===== src/rtl/usb_token_rx.sv =====
// Receive-side USB token decoder: parses OUT/IN/SETUP tokens, checks the PID nibble and CRC5.
// Define USB_TOKEN_SOF_EN to also accept SOF tokens and report the frame number.
module usb_token_rx #(
   parameter bit ADDR_MATCH = 1'b1,
   parameter bit NONTOK_ERR = 1'b0
) (
   input  logic        clk,
   input  logic        rst,
   input  logic        rx_active,
   input  logic        rx_valid,
   input  logic [7:0]  rx_data,
   input  logic [6:0]  dev_addr,
   output logic        tok_valid,
   output logic        tok_err,
   output logic [1:0]  err_code,
   output logic [3:0]  tok_pid,
   output logic [6:0]  tok_addr,
   output logic [3:0]  tok_endp,
   output logic [10:0] frame_num
);

   typedef enum logic [2:0] {
      S_IDLE, S_PID, S_TOK1, S_TOK2, S_WAIT_EOP, S_DISCARD
   } state_t;

   localparam logic [1:0] ERR_PID    = 2'd0;
   localparam logic [1:0] ERR_CRC    = 2'd1;
   localparam logic [1:0] ERR_LEN    = 2'd2;
   localparam logic [1:0] ERR_NONTOK = 2'd3;

   state_t      r_state, w_next;
   logic        r_fresh;
   logic [3:0]  r_pid;
   logic [7:0]  r_b1, r_b2;
   logic [4:0]  r_crc;
   logic        r_pend;
   logic [1:0]  r_pend_code;

   logic        w_byte, w_eop, w_pid_ok, w_is_tok, w_is_sof, w_crc_ok, w_addr_ok;
   logic        w_set_pend, w_fire_valid, w_fire_err;
   logic [1:0]  w_pend_code, w_fire_code;

   // Serial CRC5 steps unrolled over the low nbits of d, LSB first.
   function automatic logic [4:0] crc5_upd(input logic [4:0] c_in, input logic [7:0] d,
                                           input int nbits);
      logic [4:0] c;
      logic       fb;
      // NOTE: blocking assignments are right here: c/fb are temporaries evaluated in order.
      c = c_in;
      for (int i = 0; i < 8; i++) begin
         if (i < nbits) begin
            fb = c[4] ^ d[i];
            c  = {c[3:0], 1'b0} ^ (fb ? 5'b00101 : 5'b00000);
         end
      end
      return c;
   endfunction

   assign w_byte   = rx_active & rx_valid;
   assign w_eop    = ~rx_active;
   assign w_pid_ok = (rx_data[7:4] == ~rx_data[3:0]);

   always_comb begin
      case (rx_data[3:0])
         4'h1, 4'h9, 4'hD: w_is_tok = 1'b1;
`ifdef USB_TOKEN_SOF_EN
         4'h5:             w_is_tok = 1'b1;
`endif
         default:          w_is_tok = 1'b0;
      endcase
   end

`ifdef USB_TOKEN_SOF_EN
   assign w_is_sof = (r_pid == 4'h5);
`else
   assign w_is_sof = 1'b0;
`endif

   // The received CRC field is the inverted remainder, bit 4 in b2[7].
   assign w_crc_ok  = (r_b2[7:3] == ~r_crc);
   assign w_addr_ok = !ADDR_MATCH || w_is_sof || (r_b1[6:0] == dev_addr);

   always_ff @(posedge clk) begin
      if (rst) r_state <= S_IDLE;
      else     r_state <= w_next;
   end

   always_comb begin
      // NOTE: every output of this block gets a default first so no latch is inferred.
      w_next       = r_state;
      w_set_pend   = 1'b0;
      w_pend_code  = ERR_PID;
      w_fire_valid = 1'b0;
      w_fire_err   = 1'b0;
      w_fire_code  = ERR_PID;
      case (r_state)
         S_IDLE: begin
            if (rx_active) w_next = r_fresh ? S_DISCARD : S_PID;
         end
         S_PID: begin
            if (w_eop) begin
               w_fire_err  = 1'b1;
               w_fire_code = ERR_LEN;
               w_next      = S_IDLE;
            end else if (rx_valid) begin
               if (!w_pid_ok) begin
                  w_set_pend  = 1'b1;
                  w_pend_code = ERR_PID;
                  w_next      = S_DISCARD;
               end else if (w_is_tok) begin
                  w_next = S_TOK1;
               end else begin
                  w_set_pend  = NONTOK_ERR;
                  w_pend_code = ERR_NONTOK;
                  w_next      = S_DISCARD;
               end
            end
         end
         S_TOK1, S_TOK2: begin
            if (w_eop) begin
               w_fire_err  = 1'b1;
               w_fire_code = ERR_LEN;
               w_next      = S_IDLE;
            end else if (rx_valid) begin
               w_next = (r_state == S_TOK1) ? S_TOK2 : S_WAIT_EOP;
            end
         end
         S_WAIT_EOP: begin
            if (w_eop) begin
               w_fire_err   = !w_crc_ok;
               w_fire_code  = ERR_CRC;
               w_fire_valid = w_crc_ok && w_addr_ok;
               w_next       = S_IDLE;
            end else if (rx_valid) begin
               w_set_pend  = 1'b1;
               w_pend_code = ERR_LEN;
               w_next      = S_DISCARD;
            end
         end
         S_DISCARD: begin
            if (w_eop) begin
               w_fire_err  = r_pend;
               w_fire_code = r_pend_code;
               w_next      = S_IDLE;
            end
         end
         default: w_next = S_IDLE;
      endcase
   end

   always_ff @(posedge clk) begin
      if (rst) begin
         r_fresh     <= 1'b1;
         r_pid       <= '0;
         r_b1        <= '0;
         r_b2        <= '0;
         r_crc       <= 5'b11111;
         r_pend      <= 1'b0;
         r_pend_code <= '0;
         tok_valid   <= 1'b0;
         tok_err     <= 1'b0;
         err_code    <= '0;
         tok_pid     <= '0;
         tok_addr    <= '0;
         tok_endp    <= '0;
      end else begin
         r_fresh   <= 1'b0;
         tok_valid <= w_fire_valid;
         tok_err   <= w_fire_err;
         if (w_fire_err) err_code <= w_fire_code;
         if (r_state == S_IDLE) begin
            r_crc  <= 5'b11111;
            r_pend <= 1'b0;
         end
         if (r_state == S_PID && w_byte) r_pid <= rx_data[3:0];
         if (r_state == S_TOK1 && w_byte) begin
            r_b1  <= rx_data;
            r_crc <= crc5_upd(r_crc, rx_data, 8);
         end
         if (r_state == S_TOK2 && w_byte) begin
            r_b2  <= rx_data;
            r_crc <= crc5_upd(r_crc, rx_data, 3);
         end
         if (w_set_pend) begin
            r_pend      <= 1'b1;
            r_pend_code <= w_pend_code;
         end
         if (w_fire_valid) begin
            tok_pid <= r_pid;
            if (!w_is_sof) begin
               tok_addr <= r_b1[6:0];
               tok_endp <= {r_b2[2:0], r_b1[7]};
            end
         end
      end
   end

`ifdef USB_TOKEN_SOF_EN
   always_ff @(posedge clk) begin
      if (rst)                          frame_num <= '0;
      else if (w_fire_valid && w_is_sof) frame_num <= {r_b2[2:0], r_b1};
   end
`else
   assign frame_num = '0;
`endif

endmodule


===== config.mk =====
export PLATFORM = sky130hd
export DESIGN_NAME = usb_token_rx
export DESIGN_NICKNAME = d
export VERILOG_FILES = /design/src/rtl/usb_token_rx.sv
export SDC_FILE = /design/constraint.sdc
export NUM_CORES = 1
export LEC_CHECK = 0
export BUFFER_PORTS_ARGS = -buffer_cell sky130_fd_sc_hd__buf_2
export CORE_MARGIN = 2
export CORE_UTILIZATION = 35
export DETAILED_ROUTE_END_ITERATION = 10
export PLACE_DENSITY_LB_ADDON = 0.2
export SLEW_MARGIN = 25
export SYNTH_ARGS = -nofsm -noshare
export SYNTH_HDL_FRONTEND = slang
export SYNTH_SLANG_ARGS = --single-unit

===== constraint.sdc =====
create_clock -name clk -period 2.6 [get_ports clk]
set_clock_uncertainty 0.2 [all_clocks]
set_input_delay 0.52 -clock clk [delete_from_list [all_inputs] [get_ports clk]]
set_output_delay 0.52 -clock clk [all_outputs]
set_load 0.01 [all_outputs]

==> impl_metrics.json <==
{
  "max_freq_ghz": 0.478,
  "fillers": 756,
  "synthTopCellsByArea": "dfxtp_1, xor2_1, a21oi_1, o21ai_0, nand2_1",
  "p_total_mw": 1.54,
  "status": "finished, final reports clean",
  "h-tree-depth": 2,
  "timing.hold.ws_ns": 0.257,
  "p_per_area_mw_per_mm2": 518,
  "grt-busiest-layer": "met2",
  "tightest_slew_ns": 0.521,
  "ys.warnings.count": 0,
  "post_cts_buffers": 0,
  "drt-vias-per-instance": 5.10,
  "initial_core_util": 0.362,
  "critical_path.max_fanout": 15,
  "p_leak_nw": 1.14,
  "dpl_cell_area_mm2": 0.00285,
  "synthTopCellsByCount": "dfxtp_1, nand2_1, a21oi_1",
  "die_area_mm2": 0.00821,
  "track_usage": 0.161,
  "synth_top_area_share": 0.389,
  "fin_setup_tns_ns": 0,
  "ff2ff_path_depth": 6,
  "hold_viol": 0,
  "grt_pass1_vias": 2216,
  "grt_util_met3": 0.0301,
  "grt_max_degree": 41,
  "rsz0062_at_grt": "false",
  "ys_ff_latch": 51,
  "nets": 374,
  "synth_edf_count": 0,
  "maxCapViolations": 0,
  "maxSlewViolCount": 0,
  "hpwl_um": 4570,
  "hp-start": "rst",
  "reg2reg_slack_ns": 0.51,
  "die_x_um": 90.6,
  "ys.flop_type": "dfxtp_1",
  "drive_gt1_frac": 0.183,
  "die-height_um": 90.6,
  "fin_ws_ns": 0.507,
  "ir_worst_vdd_v": 0.000347,
  "r2r_start": "r_state[1]",
  "yosysMostFrequentCell": "dfxtp_1",
  "async_reset_ff_frac": 0,
  "cp-end-kind": "register",
  "required_ns": 2.65,
  "ios": 49,
  "diodes": 0,
  "drtIter0Drc": 160,
  "ant_nets": 0,
  "rows": 31,
  "yosys.cell_types.count": 46,
  "synth_largest_area_cell": "dfxtp_1",
  "avgSynthCellArea_um2": 8.11,
  "met1_usage": 0.221,
  "hold_depth": 1,
  "worstPathArrival_ns": 2.14,
  "worstSetupPathType": "register to register",
  "synthesis.area_mm2": 0.00263,
  "wire_per_inst_um": 14.0,
  "clkTransAtPathRegs_ns": 0.10,
  "r2r_end": "tok_addr[0]",
  "cp-start-kind": "register",
  "drc": 0,
  "gp_congestion": 0.866,
  "final_cells": 455,
  "max_slew_margin": 0.650,
  "overflow": 0,
  "root_buffer": "clkbuf_8",
  "dp_cells": 447,
  "core_area_mm2": 0.00725,
  "port-buffer-count": 37,
  "whs_endpoint": "r_fresh",
  "min_path_type": "primary input to register",
  "grt_pass1_wl_um": 10800,
  "use_met2": 0.255,
  "yosysSeqAreaShare": 0.389,
  "cts.path.max_buffers": 2,
  "clock-sinks": 51,
  "vias": 2321,
  "drt-pass1-iter-count": 5,
  "cts_tree": "yes",
  "syn_inst": 324,
  "ctsResizeCount": 0,
  "setup_violations": 0,
  "cts_buffers": 5,
  "hold_buffers": 0,
  "syn_to_final_growth_pct": 13.0,
  "wl_um": 6370,
  "fin_util": 0.409,
  "clock_latency_ns": 0.31,
  "timing.final.crit_share": 0.805,
  "pre_cts_ws_ns": 0.419,
  "finalInstanceArea_mm2": 0.00297,
  "antenna_found_initial": 0,
  "fin_crit_ns": 2.09
}
==> metal layers <==
| metal | routed length (um) | vias up |
|---|---|---|
| li1 | - | 1161 |
| met4 | 80 | 0 |
| met2 | 2950 | 57 |
| met5 | 0 | - |
| met3 | 276 | 6 |
| met1 | 3060 | 1097 |
==> cell families (layout without fill, tap and decap cells) <==
| family | Yosys count | count (layout) | share of synthesized area |
|---|---|---|---|
| simple gates | 115 | 115 | 0.223 |
| compound gates | 84 | 84 | 0.176 |
| flops | 51 | 51 | 0.389 |
| buf+inv | 36 | 58 | 0.0800 |
| xor+xnor | 33 | 33 | 0.115 |
| mux | 4 | 4 | 0.0152 |
| other cells | 1 | 11 | 0.00143 |
==> flip-flops by register name (all words and copies together), names as in the netlist, 2 cells and up <==
name         count
r_b1             8
r_b2             8
tok_addr         7
r_crc            5
r_pid            4
tok_endp         4
tok_pid          4
r_state          3
err_code         2
r_pend_code      2
==> layout by cell type, fill, tap and decap left out, types with 3 or more instances in the layout <==
master	n
xnor2_1	11
a21oi_1	36
mux2i_1	4
dfxtp_1	51
xor2_1	21
nand2b_1	6
nor3_1	9
nand3_1	20
conb_1	11
and3_1	3
o21ai_0	29
nor4_1	3
nor2_1	14
and4_1	3
buf_4	11
nand4_1	3
clkbuf_8	5
o21ai_1	3
nand2_1	37
buf_2	37
or2_2	3
==> layout make-up <==
cell class	instances	area (um2)	area share
Tap cell	99	124	0.0417
Inverter	2	7.51	0.00253
Clock buffer	5	68.8	0.0232
Multi-Input combinational cell	247	1430	0.483
Clock inverter	3	46.3	0.0156
Timing Repair Buffer	48	268	0.0902
Sequential cell	51	1020	0.344
==> worst max-delay path: stages, from the launching register on <==
cell	delay (ns)
dfxtp_1	0.42
or3b_1	0.50
nor3_2	0.25
and3_1	0.18
buf_4	0.20
nand3_1	0.12
a21oi_1	0.15
==> report_power, final <==
part | internal [mW] | switching, mW | leakage, nW
Sequential | 0.788 | 0.00369 | 0.412
Combinational | 0.0616 | 0.107 | 0.675
Clock | 0.290 | 0.287 | 0.0548
Total | 1.14 | 0.398 | 1.14
==> how the worst max path moves through the flow <==
stage / start / end / slack (ns)
2_1_floorplan: rx_valid / r_crc[3] / 0.47
3_3_place_gp: dev_addr[5] / tok_pid[1] / 0.45
3_5_place_dp: dev_addr[5] / tok_addr[0] / 0.42
4_1_cts: r_state[1] / tok_addr[0] / 0.50
5_1_grt: r_state[1] / tok_addr[0] / 0.35
6_report: r_state[1] / tok_addr[0] / 0.51
No activity file was read; power rests on OpenSTA's default activity.
